--- src/rtl/timer_pkg.sv ---
// Shared types and helpers for the BCD timer family.
package timer_pkg;

  typedef logic [3:0] bcd_t;

  localparam bcd_t BCD_MAX = 4'd9;

  // Saturate an arbitrary nibble to a legal BCD digit.
  function automatic bcd_t bcd_clamp(bcd_t d);
    return (d > BCD_MAX) ? BCD_MAX : d;
  endfunction

endpackage

--- src/rtl/bcd_digit_step.sv ---
// One BCD digit of the up/down step chain.
// wrap_o flags that the digit sits on its wrap value for the current direction
// (0 when counting down, 9 when counting up); it is independent of step_i so the
// same signal serves both the ripple enable and the terminal-count detect.
module bcd_digit_step
  import timer_pkg::*;
(
  input  bcd_t digit_i,
  input  logic dir_i,
  input  logic step_i,
  output bcd_t digit_o,
  output logic wrap_o
);

  // Next value of this digit when stepped, plus its wrap-value flag.
  always_comb begin
    // NOTE: every output gets a default first so no path leaves it unassigned (no latch).
    wrap_o  = dir_i ? (digit_i >= BCD_MAX) : (digit_i == 4'd0);
    digit_o = digit_i;
    if (step_i) begin
      if (wrap_o) digit_o = dir_i ? 4'd0 : BCD_MAX;
      else        digit_o = dir_i ? digit_i + 4'd1 : digit_i - 4'd1;
    end
  end

endmodule

--- src/rtl/bcd_timer_n.sv ---
// N-digit BCD game timer / score counter.
// Counts down or up on a qualified tick, loads a clamped preset, accepts
// saturating BCD bonus additions, and works over a runtime-selectable number
// of low digits. Digits above the active range are held at zero.
module bcd_timer_n
  import timer_pkg::*;
#(
  parameter  int DIGITS = 6,
  localparam int AW     = $clog2(DIGITS + 1)
) (
  input  logic                clk,
  input  logic                resetN,
  input  logic                loadN,
  input  logic [4*DIGITS-1:0] load_val,
  input  logic                enable1,
  input  logic                enable2,
  input  logic                dir,
  input  logic                add_en,
  input  logic [4*DIGITS-1:0] add_val,
  input  logic [AW-1:0]       active_digits,
  output logic [4*DIGITS-1:0] count,
  output logic                tc,
  output logic                tc_pulse,
  output logic                sat
);

  logic [4*DIGITS-1:0] count_q, count_d;
  logic                tc_pulse_q, tc_pulse_d;
  logic                sat_q, sat_d;

  logic [AW-1:0]       eff_digits;
  logic [DIGITS-1:0]   digit_mask;
  bcd_t                cur      [DIGITS];
  bcd_t                stepped  [DIGITS];
  bcd_t                sum      [DIGITS];
  logic [DIGITS-1:0]   wrap;
  logic [DIGITS-1:0]   step_in;
  logic                step_go;
  logic                add_carry;
  logic                stepped_term;
  bcd_t                term_digit;

  // Clamp the requested digit count to 1..DIGITS and build the in-use mask.
  always_comb begin
    if (active_digits == '0)                 eff_digits = AW'(1);
    else if (active_digits > AW'(DIGITS))    eff_digits = AW'(DIGITS);
    else                                     eff_digits = active_digits;
    for (int i = 0; i < DIGITS; i++) begin
      digit_mask[i] = (i < int'(eff_digits));
      cur[i]        = digit_mask[i] ? count_q[4*i +: 4] : 4'd0;
    end
  end

  // Terminal count: every in-use digit sits on its wrap value for this dir.
  assign tc         = &(wrap | ~digit_mask);
  assign step_go    = enable1 & enable2 & ~tc;
  assign term_digit = dir ? BCD_MAX : 4'd0;

  // Ripple step enable: a digit moves only when all lower digits wrap.
  always_comb begin
    step_in[0] = step_go;
    for (int i = 1; i < DIGITS; i++) step_in[i] = step_in[i-1] & wrap[i-1];
  end

  for (genvar g = 0; g < DIGITS; g++) begin : g_digit
    bcd_digit_step u_step (
      .digit_i (cur[g]),
      .dir_i   (dir),
      .step_i  (step_in[g]),
      .digit_o (stepped[g]),
      .wrap_o  (wrap[g])
    );
  end

  // Does the stepped value land on the terminal value over the in-use digits?
  always_comb begin
    stepped_term = 1'b1;
    for (int i = 0; i < DIGITS; i++) begin
      if (digit_mask[i] && (stepped[i] != term_digit)) stepped_term = 1'b0;
    end
  end

  // Decimal ripple adder with +6 correction; records the carry out of the top in-use digit.
  always_comb begin
    logic       carry;
    logic [4:0] s;
    bcd_t       b;
    carry     = 1'b0;
    add_carry = 1'b0;
    for (int i = 0; i < DIGITS; i++) begin
      b = digit_mask[i] ? bcd_clamp(add_val[4*i +: 4]) : 4'd0;
      s = 5'(cur[i]) + 5'(b) + 5'(carry);
      if (s > 5'd9) begin
        sum[i] = 4'(s + 5'd6);
        carry  = 1'b1;
      end else begin
        sum[i] = s[3:0];
        carry  = 1'b0;
      end
      if (i == int'(eff_digits) - 1) add_carry = carry;
    end
  end

  // Next-state selection: load beats add beats step; dropped requests are lost.
  always_comb begin
    tc_pulse_d = 1'b0;
    sat_d      = 1'b0;
    for (int i = 0; i < DIGITS; i++) count_d[4*i +: 4] = cur[i];
    if (!loadN) begin
      for (int i = 0; i < DIGITS; i++)
        count_d[4*i +: 4] = digit_mask[i] ? bcd_clamp(load_val[4*i +: 4]) : 4'd0;
    end else if (add_en) begin
      sat_d = add_carry;
      for (int i = 0; i < DIGITS; i++) begin
        if (!digit_mask[i]) count_d[4*i +: 4] = 4'd0;
        else if (add_carry) count_d[4*i +: 4] = BCD_MAX;
        else                count_d[4*i +: 4] = sum[i];
      end
    end else if (step_go) begin
      tc_pulse_d = stepped_term;
      for (int i = 0; i < DIGITS; i++)
        count_d[4*i +: 4] = digit_mask[i] ? stepped[i] : 4'd0;
    end
  end

  // State registers with asynchronous active-low reset.
  always_ff @(posedge clk or negedge resetN) begin
    // NOTE: sequential state uses non-blocking assignments so all flops update together.
    if (!resetN) begin
      count_q    <= '0;
      tc_pulse_q <= 1'b0;
      sat_q      <= 1'b0;
    end else begin
      count_q    <= count_d;
      tc_pulse_q <= tc_pulse_d;
      sat_q      <= sat_d;
    end
  end

  assign count    = count_q;
  assign tc_pulse = tc_pulse_q;
  assign sat      = sat_q;

endmodule

--- config.mk ---
export PLATFORM = sky130hd
export DESIGN_NAME = bcd_timer_n
export DESIGN_NICKNAME = d
export VERILOG_FILES = /design/src/rtl/timer_pkg.sv /design/src/rtl/bcd_digit_step.sv /design/src/rtl/bcd_timer_n.sv
export SDC_FILE = /design/constraint.sdc
export NUM_CORES = 1
export LEC_CHECK = 0
export ABC_AREA = 1
export ABC_CLOCK_PERIOD_IN_PS = 20200
export CORE_ASPECT_RATIO = 1.25
export CORE_MARGIN = 3
export CORE_UTILIZATION = 55
export DETAILED_ROUTE_END_ITERATION = 10
export GPL_TIMING_DRIVEN = 0
export PLACE_DENSITY = 0.83
export SETUP_SLACK_MARGIN = 0.05
export SLEW_MARGIN = 20
export SYNTH_ARGS = -nofsm -noshare
export SYNTH_HDL_FRONTEND = slang
export SYNTH_SLANG_ARGS = --single-unit
--- constraint.sdc ---
create_clock -name clk -period 20.2 [get_ports clk]
set_clock_uncertainty 0.2 [all_clocks]
set_input_delay 6.06 -clock clk [delete_from_list [all_inputs] [get_ports clk]]
set_output_delay 6.06 -clock clk [all_outputs]
set_load 0.005 [all_outputs]
==> flow_summary.json <==
{
  "h-tree-depth": 1,
  "first_iter_violations": 415,
  "ys_seq_area_share_pct": 13.7,
  "startpoint_type": "input pin",
  "synth_top_family_by_area": "simple AND/OR/NAND/NOR gates",
  "fmax_ghz": 0.0578,
  "end_kind": "flop",
  "setup_violations": 0,
  "clkLatencyLatePin_ps": 280,
  "async_reset_ff_share_pct": 100,
  "dr.pass1.iters": 5,
  "synth-simple-area-share_pct": 36.9,
  "die_area_um2": 9780,
  "post-cts-setup-buffers": 0,
  "cts_tree": "done",
  "max_stage_delay_ps": 590,
  "rows": 37,
  "start_util_pct": 56.9,
  "antenna_cells": 0,
  "worstPathMaxFanout": 10,
  "synthTopCellsByCount": "nand2_1 (167), inv_1 (103), nand3_1 (59)",
  "synth_top_cell_by_area": "dfrtp_1",
  "synth_ff_type": "dfrtp_1",
  "ys_seq_elements": 26,
  "area.growth.synth_to_final_pct": 20.4,
  "wl_per_cell_um": 15.8,
  "grt_setup_unrepaired": "false",
  "netSwitchingFraction_pct": 49.6,
  "whs_ps": 534,
  "grt_pass1_vias": 5094,
  "syn_area_um2": 4740,
  "p_switching_mw": 0.153,
  "dp_hpwl_um": 11700,
  "drc": 0,
  "cp.required_ps": 20220,
  "p_per_area_nw_per_um2": 54.1,
  "numCtsBuffers": 3,
  "ys_types": 45,
  "drive_gt1_share_pct": 8.84,
  "post_cts_resized": 0,
  "syn_nets": 831,
  "via_count": 5282,
  "status": "finished clean",
  "yosysMostFrequentCell": "nand2_1",
  "cts_buffer_depth": 2,
  "cp_common_cell": "inv_1",
  "die_h_um": 110,
  "post_drt_via_cell_ratio": 5.87,
  "fillers": 740,
  "finalMaxSlewViolations": 0,
  "yosys_warnings": 0,
  "min_period_ps": 17310,
  "crit_type": "in -> reg",
  "slowest_stage": "clkbuf_1",
  "finalHoldViolCount": 0,
  "power.total_mw": 0.309,
  "core_region_area_um2": 8330,
  "cts.clk_slew.worst_paths_ps": 100,
  "nets": 917,
  "portBuffers": 81,
  "root_buffer": "clkbuf_8",
  "utilization_pct": 68.5,
  "grt_util_all_layers_pct": 29.7,
  "slew_headroom_pct": 50.8,
  "yosys.area_share.adder_pct": 16.9,
  "grt_pass1_wl_um": 22800,
  "io_pins": 85,
  "multi_input_area_um2": 3530,
  "synthCells": 719,
  "maxCapViolations": 0,
  "grt_overflow": 0,
  "ant_nets": 0,
  "grt_max_degree": 28,
  "die_w_um": 89.1,
  "antenna_found_initial": 0,
  "comb_power_share_pct": 68.0,
  "crit_arrival_ps": 17330,
  "hp-class": "reg -> reg",
  "synthTopCellsByArea": "dfrtp_1 (14%), nand2_1 (13%), ha_1 (9.8%), inv_1 (8.2%), fa_1 (7.2%)",
  "synth-edff-count": 0,
  "finalSetupTns_ps": 0,
  "ir_drop_v": 0.0000354,
  "power.leakage_nw": 3.11,
  "cts_hold_buf": 0,
  "seqPwrFrac_pct": 21.6,
  "cts_sinks": 26,
  "synth_top_area_share_pct": 13.7,
  "synth-compound-area-share_pct": 15.6,
  "pwr-share-clk_pct": 10.5,
  "avgSynthCellArea_um2": 6.60,
  "synth_xor_area_share_pct": 4.99,
  "p_int_mw": 0.156,
  "worst_pin_slew_ps": 737,
  "placedCellCount": 897,
  "finalWeightedCongestion": 0.938,
  "wirelength_um": 14200,
  "seq_area_um2": 651,
  "synthMuxAreaShare_pct": 0,
  "period_share_pct": 85.7,
  "instances_no_fill": 900
}
-- worst paths after layout --
| kind | start | end | slack, ps | depth (start not counted) |
|---|---|---|---|---|
| max in group asynchronous | resetN | count[23] | 13760 | 1 |
| min in group asynchronous | resetN | sat | 5610 | 1 |
| max reg2reg | count[0] | count[0] | 8740 | 56 |
| min reg2reg | count[2] | count[2] | 530 | 2 |
| min | count[2] | count[2] | 530 | 2 |
| max | add_val[3] | count[0] | 2890 | 58 |
-- sequential cells by signal, summed over array words and instances (netlist names) --
signal	count
count	24
sat	1
tc_pulse	1
-- through the flow --
| stage | setup slack [ps] | area, µm² |
|---|---|---|
| after floorplan | 5090 | 4740 |
| after global placement | 2990 | 5670 |
| after detailed placement | 2660 | 5670 |
| after CTS | 2930 | 5710 |
| after global routing | 1870 | 5710 |
| final | 2890 | 5710 |
-- final cells by class --
type / count / area share [%]
Buffer: 20 / 2.45
Tap cell: 97 / 2.13
Multi-Input combinational cell: 561 / 61.7
Inverter: 112 / 7.45
Timing Repair Buffer: 81 / 14.1
Sequential cell: 26 / 11.4
Clock buffer: 3 / 0.723
-- power by group through the flow --
stage               Combinational [mW]  Clock [mW]  Sequential, mW
floorplan                        0.139           0          0.0665
global placement                 0.197           0          0.0676
detailed placement               0.206           0          0.0675
CTS                              0.208      0.0322          0.0665
global route                     0.234      0.0349          0.0674
finish                           0.210      0.0323          0.0666
-- layer usage --
layer  up-vias  part of all wire (%)  track usage [%]
met2       284                    51             55.0
met3        67                   7.2             3.07
met5         -                     0                0
li1       2533                     -                -
met1      2398                    37             33.5
met4         0                   4.7             13.6
-- placed cells by master, fill, tap and decap left out, types with 6 or more instances in the layout --
| cell type | instances |
|---|---|
| nand2_1 | 167 |
| o21ai_1 | 8 |
| nor2_1 | 58 |
| buf_6 | 6 |
| clkbuf_1 | 9 |
| a21oi_1 | 32 |
| o21ai_0 | 36 |
| nand3_2 | 11 |
| nand2_4 | 6 |
| o221ai_1 | 10 |
| xnor2_1 | 9 |
| xor2_1 | 18 |
| nor3_1 | 14 |
| inv_1 | 103 |
| dfrtp_1 | 26 |
| nand2_2 | 11 |
| clkdlybuf4s50_1 | 80 |
| ha_1 | 37 |
| fa_1 | 17 |
| nand3_1 | 59 |
| nand4_1 | 12 |
| o211ai_1 | 13 |
| or2_2 | 6 |
| inv_2 | 6 |
-- cells by family (layout without fill, tap and decap cells) --
group	count (synthesis)	in the layout
and+or+nand+nor	359	359
buffers and inverters	132	216
DFF	26	26
xor gates and xnor gates	27	27
AOI/OAI and AO/OA	121	121
adders and majority gates	54	54
-- worst max-delay path, delay by kind of cell --
kind / cells / cell delay, ps
simple gates: 19 / 2620
buf+inv: 18 / 2700
xor+xnor: 2 / 540
fa+ha+maj: 13 / 4300
compound gates: 6 / 1100
No activity file was read; power rests on OpenSTA's default activity.
